## src/rtl/button_debounce_bank.sv

```systemverilog
// button_debounce_bank
//   Synchronises and debounces a bank of raw push-button / switch pins.
//   Each channel is qualified against a shared free-running tick prescaler
//   and yields a clean level plus one-cycle press and release pulses.
//
// Ports:
//   clk          system clock
//   rst_n        asynchronous active-low reset
//   BTN          raw asynchronous button pins (polarity set by ACTIVE_LOW)
//   btn_state    debounced level, 1 = pressed regardless of pin polarity
//   btn_press    one-clk pulse on the edge btn_state rises
//   btn_release  one-clk pulse on the edge btn_state falls
//   any_press    registered OR of btn_press (one cycle behind it)
module button_debounce_bank #(
    parameter int NUM_BTN      = 8,
    parameter int TICK_DIV     = 50000,
    parameter int STABLE_TICKS = 10,
    parameter int ACTIVE_LOW   = 1
) (
    input  logic               clk,
    input  logic               rst_n,
    input  logic [NUM_BTN-1:0] BTN,
    output logic [NUM_BTN-1:0] btn_state,
    output logic [NUM_BTN-1:0] btn_press,
    output logic [NUM_BTN-1:0] btn_release,
    output logic               any_press
);

    localparam int PW = (TICK_DIV > 1) ? $clog2(TICK_DIV) : 1;
    localparam int CW = (STABLE_TICKS > 1) ? $clog2(STABLE_TICKS + 1) : 1;

    localparam logic [PW-1:0]      PMAX  = PW'(TICK_DIV - 1);
    localparam logic [CW-1:0]      CLAST = CW'(STABLE_TICKS - 1);
    localparam logic [NUM_BTN-1:0] IDLE  = (ACTIVE_LOW != 0) ? '1 : '0;

    logic [NUM_BTN-1:0] sync1;
    logic [NUM_BTN-1:0] sync2;
    logic [NUM_BTN-1:0] lvl;
    logic [PW-1:0]      pcnt;
    logic               tick;
    logic [CW-1:0]      cnt [NUM_BTN];

    // Two-flop synchroniser, reset to the idle pin level so that reset
    // release does not look like a press.
    always_ff @(posedge clk or negedge rst_n) begin
        if (!rst_n) begin
            sync1 <= IDLE;
            sync2 <= IDLE;
        end else begin
            sync1 <= BTN;
            sync2 <= sync1;
        end
    end

    always_comb begin
        lvl = (ACTIVE_LOW != 0) ? ~sync2 : sync2;
    end

    // Free-running prescaler; never restarted by button activity.
    always_ff @(posedge clk or negedge rst_n) begin
        if (!rst_n) begin
            pcnt <= '0;
        end else if (pcnt == PMAX) begin
            pcnt <= '0;
        end else begin
            pcnt <= pcnt + 1'b1;
        end
    end

    always_comb begin
        tick = (pcnt == PMAX);
    end

    // Per-channel qualification. Any cycle where the synchronised level
    // matches the accepted state clears the counter, so a single glitch
    // back restarts the whole stable window.
    always_ff @(posedge clk or negedge rst_n) begin
        if (!rst_n) begin
            btn_state   <= '0;
            btn_press   <= '0;
            btn_release <= '0;
            any_press   <= 1'b0;
            for (int unsigned i = 0; i < NUM_BTN; i++) begin
                cnt[i] <= '0;
            end
        end else begin
            btn_press   <= '0;
            btn_release <= '0;
            any_press   <= |btn_press;
            for (int unsigned i = 0; i < NUM_BTN; i++) begin
                if (lvl[i] == btn_state[i]) begin
                    cnt[i] <= '0;
                end else if (tick) begin
                    if (cnt[i] == CLAST) begin
                        btn_state[i]   <= lvl[i];
                        btn_press[i]   <= lvl[i];
                        btn_release[i] <= ~lvl[i];
                        cnt[i]         <= '0;
                    end else begin
                        cnt[i] <= cnt[i] + 1'b1;
                    end
                end
            end
        end
    end

endmodule

```

## config.mk

```make
export PLATFORM = sky130hd
export DESIGN_NAME = button_debounce_bank
export DESIGN_NICKNAME = d
export VERILOG_FILES = /design/src/rtl/button_debounce_bank.sv
export SDC_FILE = /design/constraint.sdc
export NUM_CORES = 1
export LEC_CHECK = 0
export CAP_MARGIN = 20
export CORE_MARGIN = 5
export CORE_UTILIZATION = 45
export CTS_CLUSTER_SIZE = 30
export DETAILED_ROUTE_END_ITERATION = 8
export GPL_TIMING_DRIVEN = 0
export PLACE_DENSITY = 0.67
export SLEW_MARGIN = 30
export SYNTH_ARGS = -nofsm -noshare
export SYNTH_HDL_FRONTEND = slang
export SYNTH_SLANG_ARGS = --single-unit
export TNS_END_PERCENT = 20
```

## constraint.sdc

```tcl
create_clock -name clk -period 1.63 [get_ports clk]
set_input_delay 0.2445 -clock clk [delete_from_list [all_inputs] [get_ports clk]]
set_output_delay 0.2445 -clock clk [all_outputs]
set_load 0.02 [all_outputs]
```

After elaboration in Yosys (flattened, before gate mapping)
Cells that the tools add are included.
- output and inout port bits: 25
- logic and storage cells: 155
- register bits: 89
- $add $sub $neg: 9
- reduce and logical (&&, ||, !) cells: 17
- eq/ne operators: 17
- bitwise logic cells: 17
- muxes and demuxes: 73
- operators by type and width (kind ; number):
    4-bit 2-to-1 mux ; 24
    1-bit 2-to-1 mux ; 48
    4-bit by 1-bit adder with 4-bit output (second input constant) ; 8
    4-bit equality test (second input constant) ; 8
    3-bit AND reduction ; 8
    16-bit by 1-bit adder with 16-bit output (second input constant) ; 1
    16-bit equality test (second input constant) ; 1
    16-bit 2-to-1 mux ; 1
    1-bit NOT ; 16
    2-bit nonzero test ; 8
    1-bit equality test ; 8
    8-bit NOT ; 1
    8-bit OR reduction ; 1

Depth between registers and ports, before layout
Gate-level depths: netlist (run 1).
- depth in word-level cells: 5
- gate-level depth with buffers: 8
- mapped depth without buffers: 6

Worst setup path after synthesis (run 1)
Ideal clock, no wire load.
- kind: reg2reg
- start point: reg pcnt[0]
- end point: reg cnt[23] (netlist bit)
- library setup time: 0.082 ns
- stages on the path, launching flop included: 8
- arrival time: 1.711 ns
- period minus slack after synthesis: 1.793 ns
- required time: 1.548 ns
- path slack: -0.163 ns
- buffers on the path: 2
- path through: dfrtp_1 ha_1 and3_1 buf_2 nand4_2 buf_6 or4b_1 a31oi_1
- word-level cells in the longest chain between the ends: 2
- ends and longest elaborated chain (item ; RTL line ; text):
    start: declaration ; 39 ; logic [PW-1:0] pcnt;
    start signal: assignment ; 66 ; pcnt <= pcnt + 1'b1;
    16-bit equality test ; 71 ; tick = (pcnt == PMAX);
    2-bit nonzero test (no line) ; - ;
    end signal: indexed assignment ; 100 ; cnt[i] <= cnt[i] + 1'b1;
    end: declaration ; 41 ; logic [CW-1:0] cnt [NUM_BTN];
Every way passes these cells.
A chain may end at the register's enable or synchronous reset.

Worst setup path after layout (run 1)
- start point: reg pcnt[4]
- end point: reg cnt[31] (netlist bit)
Same word-level chain as after synthesis.

==> results_dict.tcl, run 1 <==
set metrics [dict create \
    run_status "finished, violations left" \
    failed_checks "negative setup slack" \
    totalPowerFinal_mw 3.93 \
    vias_per_cell 5.28 \
    switchingPower_mw 0.921 \
    clk_transition_reported_paths_ns 0.10 \
    fmaxAchievable_mhz 527 \
    ys_seq_elements 89 \
    power.ir.vdd_worst_mv 0.483 \
    drt-total-wl_um 7770 \
    type_of_the_worst_setup_path "reg -> reg" \
    timing.critical_path.required_ns 1.91 \
    timing.max_slew.rel_slack 0.524 \
    grt_pass1_vias 2827 \
    wire_length_of_the_first_global_routing_pass_um 13500 \
    crit_path_start_kind "flip-flop" \
    clock_latency_ns 0.37 \
    power_frac_seq 0.574 \
    setup_repair_after_global_routing_missed_its_margin "yes" \
    chipWidth_um 104 \
    synth_cell_types 33 \
    fraction_of_power_spent_switching_nets 0.234 \
    ys.warnings.count 0 \
    track_usage 0.152 \
    post-route-drc-count 0 \
    postSynth.topFlopCell "sky130_fd_sc_hd__dfrtp_1" \
    finalWeightedCongestion 0.772 \
    tritoncts "built" \
    power_density_nw_per_um2 815 \
    final-hold-violation-count 0 \
    post-synth-top-area-fraction 0.464 \
    antenna_found_initial 0 \
    netlist_top_cells_count "sky130_fd_sc_hd__dfrtp_1 (73), sky130_fd_sc_hd__nand2_1 (49), sky130_fd_sc_hd__nor2_1 (31)" \
    grt_start_max_net_pins 55 \
    portBuffers 34 \
    clock-root-buffer "sky130_fd_sc_hd__clkbuf_8" \
    synth-edff-count 0 \
    worstMarginPinSlew_ns 0.708 \
    worst_path_max_fanout 6 \
    drv_slew 0 \
    clock_sink_count 89 \
    drtPass1Iterations 4 \
    ys_async_sr_fraction 1.00 \
    areaGrowthSynthToFinish_pct 22.6 \
    final.fill_count 755 \
    max_cap_viol_count 0 \
    h_tree_depth 3 \
    cells_after_synth 370 \
    cellInternalPower_mw 3.01 \
    post-route-period-util 1.16 \
    synth_nets 397 \
    die_h_um 104 \
    power.static_leakage_nw 2.18 \
    synth.area.top_cells "sky130_fd_sc_hd__dfrtp_1 (46%), sky130_fd_sc_hd__dfstp_2 (11%), sky130_fd_sc_hd__ha_1 (5.4%), sky130_fd_sc_hd__nand2_1 (4.7%), sky130_fd_sc_hd__xor2_1 (3.3%)" \
    final_net_count 449 \
    cts-buffers-inserted 9 \
    vias 2825 \
    post_synthesis_area_per_instance_um2 10.6 \
    finClkSkew_ns 0.0124 \
    timing.critical_path.to_type "flip-flop" \
    yosysMostFrequentCell "sky130_fd_sc_hd__dfrtp_1" \
    worst_setup_margin_ns -0.268 \
    pin_count 35 \
    setup-violations-final 55 \
    clock_power_share 0.402 \
    wl_per_cell_um 14.5 \
    first_iter_violations 81 \
    grt.overflow.total 0 \
    sequential_area_share_after_synthesis 0.571 \
    floorplan.die_area_um2 10700 \
    arrival_ns 2.18 \
    design.core.area_um2 8640 \
    synth_largest_area_cell "sky130_fd_sc_hd__dfrtp_1" \
    fin_area_um2 4820 \
    holdCritPathClass "in -> reg" \
    clock_path_buffers 2 \
    post-dp-hpwl_um 5130 \
    placementRows 34 \
    detailed_place.area_um2 4470 \
    layout-drive-gt1-share 0.173 \
    detail-route-antenna-nets 0 \
    n_antenna_cell 0 \
    synth_area_um2 3940 \
    power_frac_comb 0.023 \
    floorplan.initialDensity 0.456 \
    post-route-min-period_ns 1.90 \
]
state kept, by name, summed over array words and instances (netlist names):
name and flops:
sync1 8, sync2 8, btn_press 8, pcnt 16
btn_state 8, btn_release 8, cnt 32, any_press 1
power by group through the flow:
stage	clock network, mW	logic, mW	registers [mW]
final	1.58	0.0918	2.26
after floorplan	0	0.0135	2.30
after global routing	1.72	0.105	2.26
after detailed placement	0	0.0924	2.30
after global placement	0	0.0835	2.30
after CTS	1.63	0.0950	2.26
cells by family (layout without fill, tap and decap cells):
| family | count (synthesis) | in the layout | synth area share |
|---|---|---|---|
| buffers and inverters | 35 | 92 | 0.0359 |
| AOI/OAI and AO/OA | 53 | 53 | 0.0782 |
| muxes | 8 | 8 | 0.0203 |
| xor gates and xnor gates | 21 | 21 | 0.0467 |
| DFF | 89 | 89 | 0.571 |
| adders and majority gates | 17 | 17 | 0.0540 |
| and+or+nand+nor | 147 | 147 | 0.194 |
worst paths after layout:
check                           startpoint  cells after the start      endpoint  slack [ns]
max in group asynchronous            rst_n                      3      sync1[4]        0.70
worst max-delay path               pcnt[4]                      5       cnt[31]       -0.27
worst max register to register     pcnt[4]                      5       cnt[31]       -0.27
worst min-delay path                BTN[6]                      1      sync1[6]        0.26
min in group asynchronous            rst_n                      2  btn_state[2]        0.33
worst min register to register    sync1[2]                      0      sync2[2]        0.36
through the flow:
stage / utilization / instances / hold WS, ns / setup TNS [ns] / setup slack (ns)
5_1_grt: 0.559 / 535 / 0.247 / -11.91 / -0.354
3_5_place_dp: 0.517 / 513 / 0.161 / -19.41 / -0.582
6_report: 0.559 / 535 / 0.265 / -6.80 / -0.268
2_1_floorplan: - / 370 / -0.0511 / -1.41 / -0.112
3_3_place_gp: 0.514 / 512 / 0.346 / -261.66 / -2.92
4_1_cts: 0.551 / 535 / 0.249 / -7.01 / -0.262
critical path, stage by stage, from the launching register on:
cell                       delay [ns]
sky130_fd_sc_hd__dfrtp_1         0.45
sky130_fd_sc_hd__and4bb_2        0.37
sky130_fd_sc_hd__nand4_4         0.17
sky130_fd_sc_hd__buf_6           0.19
sky130_fd_sc_hd__or4b_4          0.47
sky130_fd_sc_hd__a31oi_1         0.17
layer usage:
layer  GRT usage  vias up  wire, µm
met1       0.203     1399      3560
li1            -     1378         -
met5           0        -         0
met2       0.238       40      3830
met4      0.0431        0        96
met3      0.0504        8       282
layout by cell type, fill, tap and decap left out, drive strengths merged, types with 2 or more instances in the layout:
| cell type | n |
|---|---|
| nand2 | 49 |
| dfstp | 16 |
| clkbuf | 13 |
| clkdlybuf4s50 | 18 |
| or3 | 16 |
| and3 | 3 |
| nor3 | 9 |
| xor2 | 15 |
| a21oi | 25 |
| dfrtp | 73 |
| nand3 | 11 |
| a41oi | 3 |
| and4bb | 2 |
| ha | 17 |
| clkinv | 2 |
| o21ai | 13 |
| clkinvlp | 2 |
| or4b | 5 |
| nand4 | 5 |
| buf | 13 |
| a31o | 3 |
| dlygate4sd2 | 12 |
| xnor2 | 6 |
| inv | 27 |
| mux2i | 8 |
| nor2 | 31 |
| a31oi | 5 |
| or4 | 9 |
| nor4 | 3 |
| dlymetal6s2s | 3 |
| and2 | 2 |
| a311oi | 3 |
what timing repair did:
action / in CTS / in global routing
hold buffers: 1 / 0
setup endpoints to repair: 77 / 61
pin swaps: 6 / 6
resized for setup: 32 / 24
gates cloned: 1 / 0
endpoints found under the hold margin: 29 / 0
setup buffers: 4 / 1
cell type report:
cell class                      count  area (µm²)  share of cell area
Sequential cell                    89        2250               0.466
Inverter                           25        93.8              0.0195
Buffer                              9        86.3              0.0179
Multi-Input combinational cell    246        1630               0.338
Timing Repair Buffer               42         417              0.0864
Clock inverter                      7        87.6              0.0182
Tap cell                          108         135              0.0280
Clock buffer                        9         124              0.0257
(Power assumes the default switching activity.)
==> run 2, diff against run 1 <==
Settings changed: CORE_ASPECT_RATIO set to 1.75, SLEW_MARGIN 30 to 25.
==> run 2 against run 1 <==
  * The flow still finishes with violations (negative setup slack)
  * Via count grew 0.71%
  * Core utilization is 0.94 points higher
  * Setup slack worse by 0.0033 ns
  * Final cell count rose by 1.7%
  * Design area grew 1.4%
  * Non-clock buffer count grew 1
  * Combinational power about the same
  * Largest power group unchanged
  * Highest routed layer unchanged
==> results_dict.tcl, run 2 (same netlist as run 1, synthesis figures left out) <==
set metrics [dict create \
    layout-drive-gt1-share 0.148 \
    crit_path_top_delay_cell "sky130_fd_sc_hd__or4b_1" \
    final_net_count 450 \
    die_h_um 134 \
    post-route-min-period_ns 1.90 \
    detail-route-antenna-nets 0 \
    top_signal_layer_used "met4" \
    tritoncts "built" \
    cts-buffers-inserted 9 \
    worst_reg_to_reg_path_cell_count 5 \
    timing.max_slew.rel_slack 0.657 \
    vias 2845 \
    timing.setup.tns_ns -5.99 \
    n_antenna_cell 0 \
    ff2ff_setup_slack_ns -0.27 \
    holdCritPathClass "in -> async" \
    timing.critical_path.to_type "flip-flop" \
    vias_per_cell 5.23 \
    timing.critical_path.required_ns 1.88 \
    type_of_the_worst_setup_path "reg -> reg" \
    hold-worst-slack_ns 0.304 \
    finalWeightedCongestion 0.819 \
    timing.critical_path.slowest_cell_delay_ns 0.46 \
    detailed_place.area_um2 4480 \
    post-route-period-util 1.17 \
    crit_path_start_kind "flip-flop" \
    chipWidth_um 80.7 \
    final.fill_count 723 \
    clock_path_buffers 2 \
    floorplan.initialDensity 0.457 \
    route.met2.wl_um 4450 \
    critical_path.cell_chain "and4bb_1 -> nand4_4 -> buf_6 -> or4b_1 -> a31oi_1" \
    drt-total-wl_um 8070 \
    first_iter_violations 216 \
    failed_checks "negative setup slack" \
    power_density_nw_per_um2 855 \
    clock_sink_count 89 \
    fmaxAchievable_mhz 526 \
    worst_path_top_cell_family_by_delay "simple AND/OR/NAND/NOR gates" \
    largest_register_ff_count 32 \
    design.core.area_um2 8610 \
    final-hold-violation-count 0 \
    rr_startpoint "pcnt[4]" \
    final_cell_mix "sky130_fd_sc_hd__dfrtp_1 (70), sky130_fd_sc_hd__nand2_1 (49), sky130_fd_sc_hd__nor2_1 (31)" \
    max_cap_viol_count 0 \
    antenna_found_initial 0 \
    dr_wl_met3_um 252 \
    areaGrowthSynthToFinish_pct 24.3 \
    portBuffers 34 \
    worst_setup_margin_ns -0.271 \
    worstSetupPathDepth 5 \
    setup_repair_after_global_routing_missed_its_margin "yes" \
    worst_path_max_fanout 10 \
    track_usage 0.164 \
    reg.largest.list "cnt (32), pcnt (16)" \
    finClkSkew_ns 0.00623 \
    grt_pass1_vias 2860 \
    h_tree_depth 3 \
    drtPass1Iterations 6 \
    clk_transition_reported_paths_ns 0.06 \
    drv_slew 0 \
    power.static_leakage_nw 2.16 \
    grt.overflow.total 0 \
    post-route-drc-count 0 \
    critical_path.n_buffers_inverters 1 \
    setup-violations-final 50 \
    worstMarginPinSlew_ns 0.511 \
    floorplan.die_area_um2 10800 \
    wl_per_cell_um 14.8 \
    power.ir.vdd_worst_mv 0.723 \
    wire_length_of_the_first_global_routing_pass_um 13600 \
    clock-root-buffer "sky130_fd_sc_hd__clkbuf_16" \
    largest_register "cnt" \
    arrival_ns 2.15 \
    critical_path.reg2reg.endpoint "cnt[31]" \
    wl_met1_um 3210 \
    post-dp-hpwl_um 5280 \
    run_status "finished, violations left" \
    grt_start_max_net_pins 75 \
    fin_area_um2 4890 \
    clock_latency_ns 0.34 \
    final_common_cell "sky130_fd_sc_hd__dfrtp_1" \
    pin_count 35 \
    placementRows 45 \
]
## run 2: cell count changes in the layout (fill, tap and decap cells not counted), moves of 3 or more
cell and change:
sky130_fd_sc_hd__dlymetal6s2s_1 -3, sky130_fd_sc_hd__or4_1 +3, sky130_fd_sc_hd__clkbuf_1 +5, sky130_fd_sc_hd__a21oi_1 +3, sky130_fd_sc_hd__a21oi_2 -3, sky130_fd_sc_hd__clkbuf_8 -5
sky130_fd_sc_hd__clkbuf_16 +10, sky130_fd_sc_hd__or4_4 -3, sky130_fd_sc_hd__clkdlybuf4s50_1 +7, sky130_fd_sc_hd__dlygate4sd2_1 -4
## run 2: routing by layer
| metal | vias up | global-route usage |
|---|---|---|
| met5 | - | 0 |
| met4 | 0 | 0.0724 |
| met3 | 15 | 0.0365 |
| met2 | 42 | 0.283 |
| met1 | 1410 | 0.191 |
| li1 | 1378 | - |
## run 2: worst max-delay path by stage
stage                endpoint  startpoint
6_report              cnt[31]     pcnt[4]
5_1_grt               cnt[30]     pcnt[7]
4_1_cts               cnt[31]    pcnt[10]
3_5_place_dp          cnt[13]     pcnt[0]
3_3_place_gp   btn_release[1]       rst_n
2_1_floorplan         cnt[23]     pcnt[0]
## run 2: area by class of cell
cell class	count	area [µm²]	area share
Sequential cell	89	2250	0.460
Tap cell	117	146	0.0299
Inverter	25	93.8	0.0192
Buffer	9	108	0.0220
Clock buffer	15	258	0.0527
Multi-Input combinational cell	246	1610	0.328
Timing Repair Buffer	43	432	0.0882
## run 2: repair_timing
action	CTS	global route
setup endpoints to repair	73	58
hold buffers	1	0
setup buffers	3	4
endpoints found under the hold margin	15	0
pin swaps	2	1
resized for setup	35	7
cloned	2	0
## run 2: stage by stage
stage	instances	util	total power [mW]	worst slack, ns
5_1_grt	544	0.568	4.35	-0.383
3_5_place_dp	522	0.520	2.39	-0.637
6_report	544	0.568	4.18	-0.271
4_1_cts	542	0.565	4.24	-0.273
3_3_place_gp	521	0.516	2.38	-2.85
2_1_floorplan	370	-	2.31	-0.112
## run 2: power by group
part           internal (mW)  leakage, nW  switching [mW]
Combinational         0.0331        0.867          0.0591
Clock                   1.07        0.124           0.759
Sequential              2.25         1.17          0.0150
Total                   3.35         2.16           0.833
==> run 3, diff against run 2 <==
Settings changed: CORE_UTILIZATION 45 to 52, PLACE_DENSITY 0.67 to 0.76.
==> run 3 against run 2 <==
  * The run still ends with negative setup slack left
  * Clock skew is 0.0040 ns higher
  * Maximum frequency is 0.87% higher
  * Total power is 6.6% higher
  * First-iteration DRC count is 25% lower
  * Global-route usage is 2.3 points higher
  * Setup slack better by 0.016 ns
  * Wire length is 1.2% higher
==> results_dict.tcl, run 3 (same netlist as run 1, synthesis figures left out) <==
set metrics [dict create \
    timing.setup.tns_ns -5.93 \
    worst_path_top_cell_family_by_delay "simple AND/OR/NAND/NOR gates" \
    chipWidth_um 75.8 \
    setup_repair_after_global_routing_missed_its_margin "yes" \
    timing.critical_path.to_type "flip-flop" \
    largest_register_ff_count 32 \
    post-route-min-period_ns 1.88 \
    vias 2911 \
    critical_path.cell_chain "and4bb_2 -> nand4_4 -> buf_6 -> or4b_4 -> a31oi_1" \
    crit_path_start_kind "flip-flop" \
    floorplan.initialDensity 0.527 \
    clk_transition_reported_paths_ns 0.06 \
    tritoncts "built" \
    finish.utilization 0.654 \
    placementRows 42 \
    critical_path.n_buffers_inverters 1 \
    pin_count 35 \
    crit_path_top_delay_cell "sky130_fd_sc_hd__or4b_4" \
    wl_per_cell_um 15.8 \
    fin_area_um2 4880 \
    layout-drive-gt1-share 0.156 \
    clock_path_buffers 2 \
    ff2ff_setup_slack_ns -0.25 \
    cts-buffers-inserted 9 \
    design.core.area_um2 7460 \
    power.ir.vdd_worst_mv 0.826 \
    type_of_the_worst_setup_path "reg -> reg" \
    vias_per_cell 5.63 \
    grt.overflow.total 0 \
    portBuffers 34 \
    clock_sink_count 89 \
    areaGrowthSynthToFinish_pct 23.9 \
    antenna_found_initial 0 \
    run_status "finished, violations left" \
    worst_path_max_fanout 6 \
    post-route-period-util 1.16 \
    holdCritPathClass "in -> reg" \
    final_cell_mix "sky130_fd_sc_hd__dfrtp_1 (72), sky130_fd_sc_hd__nand2_1 (49), sky130_fd_sc_hd__nor2_1 (31)" \
    power.static_leakage_nw 2.17 \
    clock_latency_ns 0.34 \
    stdcell_count 517 \
    drt-total-wl_um 8170 \
    worst_setup_margin_ns -0.255 \
    reg.largest.list "cnt (32), pcnt (16)" \
    multi_input_comb_area_um2 1610 \
    fmaxAchievable_mhz 531 \
    final_common_cell "sky130_fd_sc_hd__dfrtp_1" \
    dpl.cell_count 493 \
    wire_length_of_the_first_global_routing_pass_um 13700 \
    drv_slew 0 \
    drtPass1Iterations 5 \
    post-dp-hpwl_um 5440 \
    post-route-drc-count 0 \
    final_net_count 451 \
    worstMarginPinSlew_ns 0.685 \
    n_antenna_cell 0 \
    timing.critical_path.slowest_cell_delay_ns 0.48 \
    detailedPlace.worstSlack_ns -0.611 \
    h_tree_depth 3 \
    setup-violations-final 48 \
    final-hold-violation-count 0 \
    timing.max_slew.rel_slack 0.539 \
    track_usage 0.187 \
    finalWeightedCongestion 0.873 \
    power_density_nw_per_um2 914 \
    detail-route-antenna-nets 0 \
    first_iter_violations 162 \
    failed_checks "negative setup slack" \
    largest_register "cnt" \
    totalPowerFinal_mw 4.46 \
    detailed_place.area_um2 4440 \
    grt_pass1_vias 2937 \
    die_h_um 125 \
    arrival_ns 2.14 \
    hold-worst-slack_ns 0.311 \
    final.fill_count 594 \
    clock-root-buffer "sky130_fd_sc_hd__clkbuf_16" \
    max_cap_viol_count 0 \
    layout.area.seq_um2 2250 \
    grt_start_max_net_pins 69 \
    timing.critical_path.required_ns 1.89 \
    floorplan.die_area_um2 9480 \
    finClkSkew_ns 0.0102 \
]
[run 3: final timing paths]
path | start | to | cells past startpoint
max | pcnt[5] | cnt[27] | 5
min | BTN[4] | sync1[4] | 1
min reg2reg | sync1[7] | sync2[7] | 0
max in group asynchronous | rst_n | sync2[0] | 3
min in group asynchronous | rst_n | cnt[3] | 2
max reg2reg | pcnt[5] | cnt[27] | 5
[run 3: worst reg2reg max path, stage by stage, from the launching register on]
cell and delay [ns]:
sky130_fd_sc_hd__dfrtp_1 0.44, sky130_fd_sc_hd__and4bb_2 0.36, sky130_fd_sc_hd__nand4_4 0.16, sky130_fd_sc_hd__buf_6 0.19, sky130_fd_sc_hd__or4b_4 0.48, sky130_fd_sc_hd__a31oi_1 0.18
[run 3: area by class of cell]
| type | instances | share of cell area |
|---|---|---|
| well taps | 88 | 0.0226 |
| plain buffers | 9 | 0.0149 |
| clock inverters | 2 | 0.00718 |
| clock buffers | 14 | 0.0562 |
| flip-flops and latches | 89 | 0.461 |
| multi-input cells | 246 | 0.330 |
| inverters | 25 | 0.0192 |
| repair buffers | 44 | 0.0888 |
[run 3: per-layer routing]
metal | share of wire | GRT usage
met1 | 0.40 | 0.211
met2 | 0.55 | 0.321
met3 | 0.028 | 0.0434
met4 | 0.024 | 0.0855
met5 | 0 | 0
[run 3: report_power, final]
| group | internal, mW | total [mW] | switching (mW) |
|---|---|---|---|
| Sequential | 2.25 | 2.26 | 0.0149 |
| Clock | 1.31 | 2.11 | 0.794 |
| Combinational | 0.0331 | 0.0924 | 0.0593 |
[run 3: timing repair]
action | CTS | global route
hold buffers | 1 | 0
buffers inserted | 4 | 3
resized for setup | 24 | 17
cloned | 1 | 0
endpoints found under the hold margin | 21 | 0
pin swaps | 6 | 6
endpoints found under the setup margin | 73 | 59
